==> config.mk <==
export PLATFORM = sky130hd
export DESIGN_NAME = serial_add_sequencer
export DESIGN_NICKNAME = d
export VERILOG_FILES = /design/src/rtl/serial_add_pkg.sv /design/src/rtl/operand_fifo.sv /design/src/rtl/serial_add_sequencer.sv
export SDC_FILE = /design/constraint.sdc
export NUM_CORES = 1
export LEC_CHECK = 0
export ABC_AREA = 1
export ABC_CLOCK_PERIOD_IN_PS = 1700
export BUFFER_PORTS_ARGS = -buffer_cell sky130_fd_sc_hd__buf_2
export CAP_MARGIN = 20
export CORE_ASPECT_RATIO = 2
export CORE_MARGIN = 8
export CORE_UTILIZATION = 34
export CTS_CLUSTER_SIZE = 30
export DETAILED_ROUTE_END_ITERATION = 10
export GPL_TIMING_DRIVEN = 1
export PLACE_DENSITY = 0.62
export SETUP_SLACK_MARGIN = 0.1
export SYNTH_ARGS = -nofsm -noshare
export SYNTH_HDL_FRONTEND = slang
export SYNTH_SLANG_ARGS = --single-unit
==> constraint.sdc <==
create_clock -name clk -period 1.7 [get_ports clk]
set_input_delay 0.34 -clock clk [delete_from_list [all_inputs] [get_ports clk]]
set_output_delay 0.34 -clock clk [all_outputs]
set_load 0.02 [all_outputs]
==> src/rtl/serial_add_pkg.sv <==
// serial_add_pkg: shared FSM state type and sizing helpers for the serial adder sequencer
package serial_add_pkg;
    typedef enum logic [1:0] {IDLE, LOAD, RUN, DONE} state_t;
    localparam int WIDTH_DEF = 4;
    localparam int CNT_W = $clog2(WIDTH_DEF);
    function automatic int cnt_bits(input int w);
        return (w > 1) ? $clog2(w) : 1;
    endfunction
endpackage

==> src/rtl/operand_fifo.sv <==
// operand_fifo: small circular FIFO of {a,b} operand pairs
module operand_fifo import serial_add_pkg::*; #(
    parameter int WIDTH = WIDTH_DEF,
    parameter int DEPTH = 2
) (
    input  logic                   clk,
    input  logic                   reset,
    input  logic                   push,
    input  logic                   pop,
    input  logic [2*WIDTH-1:0]     din,
    output logic [2*WIDTH-1:0]     dout,
    output logic [$clog2(DEPTH):0] count,
    output logic                   full,
    output logic                   empty
);
    localparam int AW = $clog2(DEPTH);
    logic [2*WIDTH-1:0] mem [DEPTH];
    logic [AW-1:0] wr_ptr, rd_ptr;
    assign dout = mem[rd_ptr];
    assign full = count == (AW+1)'(DEPTH);
    assign empty = count == '0;
    always_ff @(posedge clk or posedge reset)
        if (reset) begin
            wr_ptr <= '0;
            rd_ptr <= '0;
            count  <= '0;
        end else begin
            wr_ptr <= push ? wr_ptr + 1'b1 : wr_ptr;
            rd_ptr <= pop ? rd_ptr + 1'b1 : rd_ptr;
            count  <= count + {{AW{1'b0}}, push} - {{AW{1'b0}}, pop};
        end
    always_ff @(posedge clk)
        if (push) mem[wr_ptr] <= din;
endmodule

==> src/rtl/serial_add_sequencer.sv <==
// serial_add_sequencer: flow-controlled wrapper that feeds a bit-serial adder and returns its result
module serial_add_sequencer import serial_add_pkg::*; #(
    parameter int WIDTH = WIDTH_DEF,
    parameter int DEPTH = 2
) (
    input  logic             clk,
    input  logic             reset,
    input  logic             in_valid,
    output logic             in_ready,
    input  logic [WIDTH-1:0] in_a,
    input  logic [WIDTH-1:0] in_b,
    output logic [WIDTH-1:0] add_a,
    output logic [WIDTH-1:0] add_b,
    output logic             add_load,
    input  logic [WIDTH-1:0] add_sum,
    input  logic             add_cout,
    output logic             res_valid,
    input  logic             res_ready,
    output logic [WIDTH-1:0] res_sum,
    output logic             res_cout
);
    localparam int CW = cnt_bits(WIDTH);
    localparam int FW = $clog2(DEPTH) + 1;
    state_t state, state_d;
    logic [CW-1:0] cnt;
    logic [2*WIDTH-1:0] head;
    logic [FW-1:0] count;
    logic full, empty, push, pop, run_done;
    assign in_ready = !reset && !full;
    assign push = in_valid && in_ready;
    assign run_done = cnt == CW'(WIDTH - 1);
    operand_fifo #(.WIDTH(WIDTH), .DEPTH(DEPTH)) u_fifo (
        .clk   (clk),
        .reset (reset),
        .push  (push),
        .pop   (pop),
        .din   ({in_a, in_b}),
        .dout  (head),
        .count (count),
        .full  (full),
        .empty (empty)
    );
    always_comb assert (reset || count <= FW'(DEPTH));
    // The head is popped on the edge entering LOAD so the adder sees the operands during LOAD
    always_comb begin
        state_d = state;
        case (state)
            IDLE:    state_d = empty ? IDLE : LOAD;
            LOAD:    state_d = RUN;
            RUN:     state_d = run_done ? DONE : RUN;
            DONE:    state_d = !res_ready ? DONE : (empty ? IDLE : LOAD);
            default: state_d = IDLE;
        endcase
        pop = state_d == LOAD;
    end
    always_ff @(posedge clk or posedge reset)
        if (reset) begin
            state     <= IDLE;
            cnt       <= '0;
            add_a     <= '0;
            add_b     <= '0;
            add_load  <= 1'b1;
            res_valid <= 1'b0;
            res_sum   <= '0;
            res_cout  <= 1'b0;
        end else begin
            state     <= state_d;
            cnt       <= (state == RUN) ? cnt + 1'b1 : '0;
            add_load  <= state_d != RUN;
            res_valid <= state_d == DONE;
            if (pop) {add_a, add_b} <= head;
            if (state == RUN && run_done) {res_cout, res_sum} <= {add_cout, add_sum};
        end
endmodule
# --- Word-level counts from Yosys, hierarchy flattened ---
# Memories as Yosys holds them, arrays and structs flattened. A register that Yosys moved wholly into a read port is not among the register bits.
# Cells that the tools add are included.
op_classes:
  addsub: 5
  multipliers: 0
  div: 0
  magnitude_cmp: 0
  n_eq_ne: 8
  shifts: 0
  mux: 7
  bitwise_logic: 0
  n_reduce_logical: 7
ops:
  columns: ["cell", "count"]
  rows:
  - ["== test 2 bit, second input constant", 5]
  - ["case mux 2 bit (4 select lines)", 1]
  - ["== test 2 x 1 -> 1 bit, second input constant", 2]
  - ["logical NOT 2 bit", 2]
  - ["two-way mux 1 bit", 4]
  - ["two-way mux 2 bit", 2]
  - ["logical AND 1 bit", 3]
  - ["adder 1 bit, second input constant", 2]
  - ["adder 2 x 1 -> 2 bit", 1]
  - ["adder 2 x 1 -> 2 bit, second input constant", 1]
  - ["logical NOT 1 bit", 2]
  - ["!= test 2 bit, second input constant", 1]
  - ["subtractor 2 x 1 -> 2 bit", 1]
word_totals:
  register_bits: 15
  latch_bits: 0
  ramBits: 16
  romBits: 0
  in_bits: 17
  output_inout_bits: 16
  elab_cells: 37
  memories: 1
mem_list:
  columns: ["name", "words", "word_bits", "read_ports", "rd_clocked_by_memory_dff", "wr", "line_no", "rtl"]
  rows:
  - ["u_fifo.mem", 2, 8, 1, 1, 1, "operand_fifo.sv:17", "logic [2*WIDTH-1:0] mem [DEPTH];"]

# --- Logic depth before layout (Yosys ltp) ---
depth:
  ltp_word: 6
  mapped_depth: 11

# --- By module ---
# From an unflattened synthesis, not the netlist that was laid out.
unflattened:
  cells_unflattened: 155
  area_unflattened_um2: 1654.1
by_module_without_submodules:
  columns: ["module", "n_inst", "cells_per_inst", "area_per_inst_um2", "seq_area_each_um2"]
  rows:
  - ["operand_fifo", 1, 67, 830.8, 580.6]
  - ["serial_add_sequencer", 1, 88, 823.3, 476.7]

# --- Worst setup path after synthesis ---
# No wires, ideal clock.
synth_path:
  kind: "flip-flop to flip-flop"
  start: "register u_fifo.count[1]"
  end: "memory u_fifo.mem[1][0] (netlist bit), enable pin"
  setup_ns: 0.370
  t_arrival_ns: 1.398
  path_slack_ns: -0.068
  stages_incl_launch_ff: 4
  n_path_buf: 0
  path_cell_list: "dfrtp_1 a21oi_1 nand2_1 nor2_1"
synth_between:
  elab_chain_len: 6
synth_rtl:
  columns: ["item", "line_no", "rtl"]
  rows:
  - ["start, declared", "operand_fifo.sv:12", "output logic [$clog2(DEPTH):0] count,"]
  - ["start signal, assigned", "operand_fifo.sv:30", "count <= count + {{AW{1'b0}}, push} - {{AW{1'b0}}, pop};"]
  - ["== test 2 bit", "operand_fifo.sv:20", "assign full = count == (AW+1)'(DEPTH);"]
  - ["logical NOT 1 bit", "serial_add_sequencer.sv:29", "assign in_ready = !reset && !full;"]
  - ["logical AND 1 bit", "serial_add_sequencer.sv:29", null]
  - ["named net in_ready", "serial_add_sequencer.sv:9", "output logic in_ready,"]
  - ["logical AND 1 bit", "serial_add_sequencer.sv:30", "assign push = in_valid && in_ready;"]
  - ["two-way mux 1 bit", "operand_fifo.sv:33", "if (push) mem[wr_ptr] <= din;"]
  - ["two-way mux 1 bit (implied by the code)", "operand_fifo.sv:33", null]
  - ["end, declared", "operand_fifo.sv:17", null]
# The timed path passes the listed nets, and every way through them passes these cells.

# --- Final worst setup path ---
layout_path:
  start: "register cnt[0]"
  end: "register u_fifo.count[1]"
layout_between:
  elab_chain_len: 5
layout_rtl:
  columns: ["item", "line_no", "rtl"]
  rows:
  - ["start, declared", "serial_add_sequencer.sv:25", "logic [CW-1:0] cnt;"]
  - ["start signal, assigned", "serial_add_sequencer.sv:68", "cnt <= (state == RUN) ? cnt + 1'b1 : '0;"]
  - ["== test 2 bit", "serial_add_sequencer.sv:31", "assign run_done = cnt == CW'(WIDTH - 1);"]
  - ["two-way mux 1 bit", "serial_add_sequencer.sv:50", "RUN: state_d = run_done ? DONE : RUN;"]
  - ["case mux 2 bit (4 select lines)", "serial_add_sequencer.sv:47", "case (state)"]
  - ["== test 2 x 1 -> 1 bit", "serial_add_sequencer.sv:54", "pop = state_d == LOAD;"]
  - ["subtractor 2 x 1 -> 2 bit", "operand_fifo.sv:30", null]
# Every way passes these cells.
# A chain may end at the register's enable or synchronous reset.

==> flow_summary.yaml <==
power_and_ir_drop:
  power.switching_uw: 1402
  swShare_pct: 36.00
  pwr-share-comb_pct: 38.1
  p_clk_share_pct: 23.4
  power_frac_seq_pct: 38.5
  peakVddDrop_mv: 0.8165
  total_power_uw: 3894
  p_int_uw: 2492
  power_density_mw_per_mm2: 1928
  leakage_uw: 0.0009840
final_layout:
  diodes: 0
  fin_cells: 237
  finalInstanceArea_mm2: 0.002019
  drive_gt1_share_pct: 40.66
  nNetsFinal: 201
  syn2layout_area_growth_pct: 29.53
  nFillCells: 441
logic_synthesis:
  synth_cell_types: 21
  synth_top_family_by_area: "simple AND/OR/NAND/NOR gates"
  synthesis.area_mm2: 0.001559
  synth_area_leader_cell: "dfrtp_1"
  synth_simple_gate_area_share_pct: 18.94
  ys_seq_elements: 39
  synth.net_count: 156
  synthAdderAreaFrac_pct: 2.408
  ys_seq_area_share_pct: 67.82
  yosys-mux-area-fraction_pct: 3.612
  synth_top_area_share_pct: 35.31
  synthTopCellsByArea: "dfrtp_1, edfxtp_1, nand2_1, mux2_2, nand3_1"
  synth_compound_area_share_pct: 0.8828
  synthCells: 136
  yosys_warnings: 0
  synthXorXnorAreaFrac_pct: 1.685
  avgSynthCellArea_um2: 11.46
route:
  drtIter0Drc: 20
  ant_nets: 0
  first_pass_iters: 3
  vias: 1012
  wire_per_inst_um: 11.25
  drc: 0
  routed_wirelength_um: 2666
  viasPerCell: 4.270
sta:
  clock_skew_ps: 5.052
  max_slew_margin_pct: 65.36
  fmax_ghz: 0.6414
  fin_crit_ps: 1559
  slew_violations: 0
  rsz0062_at_grt: "yes"
  period_share_pct: 91.71
  hold_ws_ps: 74.98
  hold_viol_final: 0
  setup_viol: 0
  tns_ps: 0
  tightest_slew_ps: 519.1
hold_path:
  hold_path_class: "in2async"
grt:
  grt_max_degree: 15
  grt_pass1_vias: 1075
  grt_pass1_wl_um: 4485
  gr-total-overflow: 0
  grt_use_total_pct: 7.827
  antenna_found_initial: 0
critical_path:
  critical-path-max-stage-delay_ps: 390
  slowest_stage: "dfrtp_1"
  cp.arrival_ps: 1740
  crit_path_end_kind: "flop"
  path_max_fanout: 2
  required_ps: 1880
  crit_type: "reg2reg"
  worstPathCellList: "ha_2 -> nand3_4 -> nand2_2 -> inv_2 -> nand2_4 -> nand2_4 -> inv_2 -> ha_4 -> inv_2 -> ha_4 -> xnor2_1"
  critPathMostFrequentCell: "inv_2"
  start_kind: "flop"
place:
  dp_cells: 227
  place.gp.congestion: 0.7561
  hpwl_um: 2037
  place_area_mm2: 0.001854
  io_buffer_count: 32
floorplan:
  start_util_pct: 34.56
  die_x_um: 63.88
  dieArea_mm2: 0.007139
  rows: 35
  core_area_mm2: 0.004511
  ios: 33
  die_h_um: 111.8
clocking:
  clockBufferDepth: 2
  clock_latency_ps: 290
  clkSlewWorstSetupHoldPaths_ps: 70
  cts_inserted_buffers: 5
  cts-root-buf: "clkbuf_8"
  cts_tree: "yes"
  clock_sinks: 39
  htree_levels: 2
flow_run:
  cap_violations: 0
outcome:
  status: "finished, final reports clean"
[area by class of cell]
class | instances | area [µm²] | area share, %
Sequential cell | 39 | 1059 | 52.42
Tap cell | 55 | 68.82 | 3.408
Clock buffer | 5 | 68.82 | 3.408
Clock inverter | 3 | 67.56 | 3.346
Inverter | 13 | 48.80 | 2.416
Timing Repair Buffer | 41 | 227.7 | 11.28
Multi-Input combinational cell | 81 | 479.2 | 23.73
[cell usage in the layout, fill, tap and decap left out, types with 2 or more instances in the layout]
master / instances
nand3_1: 11
mux2_2: 5
bufinv_16: 2
edfxtp_1: 16
nand2_1: 45
inv_2: 4
clkbuf_8: 5
xnor2_1: 2
nor2_1: 2
nand2_2: 4
inv_1: 8
buf_2: 32
buf_4: 9
ha_4: 2
nor2_2: 2
dfrtp_1: 21
nand2_4: 2
[kinds of logic after synthesis]
group | after synthesis
compound gates | 2
xor+xnor | 3
fa+ha+maj | 3
buf+inv | 16
flops | 39
mux | 5
simple gates | 68
[cell usage after synthesis (all sizes together)]
cell type / n
inv: 12
nand3: 12
xor2: 1
dfstp: 1
nand2: 51
dfrtp: 22
clkinv: 1
o21ai: 1
buf: 3
mux2: 5
a21oi: 1
nor2: 4
xnor2: 2
or2: 1
ha: 3
edfxtp: 16
[registers in the layout, summed over array words and instances, names as in the netlist]
name	count
add_a	4
res_sum	4
u_fifo.mem	16
u_fifo.count	2
u_fifo.wr_ptr	1
res_cout	1
add_load	1
u_fifo.rd_ptr	1
cnt	2
state	2
add_b	4
res_valid	1
[per-layer routing]
layer | vias to the layer above | global-route usage, % | share of wire, %
met3 | 6 | 4.020 | 7.5
met5 | - | 0 | 0
met2 | 26 | 12.68 | 47
li1 | 522 | - | -
met4 | 0 | 4.048 | 2.1
met1 | 458 | 7.904 | 43
[metrics by stage]
| stage | util, % | worst slack [ps] |
|---|---|---|
| after detailed placement | 41.11 | 92.85 |
| after global routing | 44.77 | 71.12 |
| after global placement | 41.11 | 122.4 |
| after floorplan | - | 51.40 |
| final | 44.77 | 140.9 |
| after CTS | 44.19 | 108.6 |
[worst paths after layout]
check | start | end | slack (ps) | cells past startpoint
max | cnt[0] | u_fifo.count[1] | 140 | 11
min | reset | u_fifo.wr_ptr | 70 | 2
max reg2reg | cnt[0] | u_fifo.count[1] | 140 | 11
min reg2reg | cnt[0] | cnt[0] | 440 | 1
max in group asynchronous | reset | res_sum[3] | 1130 | 3
min in group clk | in_b[3] | u_fifo.mem[0][3] | 230 | 1
[repair_timing]
| action | 4_1_cts | 5_1_grt |
|---|---|---|
| endpoints found under the setup margin | 1 | 2 |
| pin swaps | 0 | 3 |
| hold buffers | 0 | 0 |
| buffers inserted | 0 | 2 |
| endpoints found under the hold margin | 0 | 0 |
| resized for setup | 1 | 5 |
[worst max-delay path, delay by kind of cell (launching register included)]
kind / cells / cell delay (ps)
DFF: 1 / 390
and+or+nand+nor: 4 / 220
xor gates and xnor gates: 1 / 110
buffers and inverters: 3 / 140
adders and majority gates: 3 / 590
[power groups by stage]
stage	registers [µW]	logic (µW)	clock network (µW)
3_3_place_gp	1490	1410	0
3_5_place_dp	1510	1440	0
6_report	1500	1480	910
4_1_cts	1490	1450	937
2_1_floorplan	1670	883	0
5_1_grt	1540	1660	975
No activity file was read; power rests on OpenSTA's default activity.
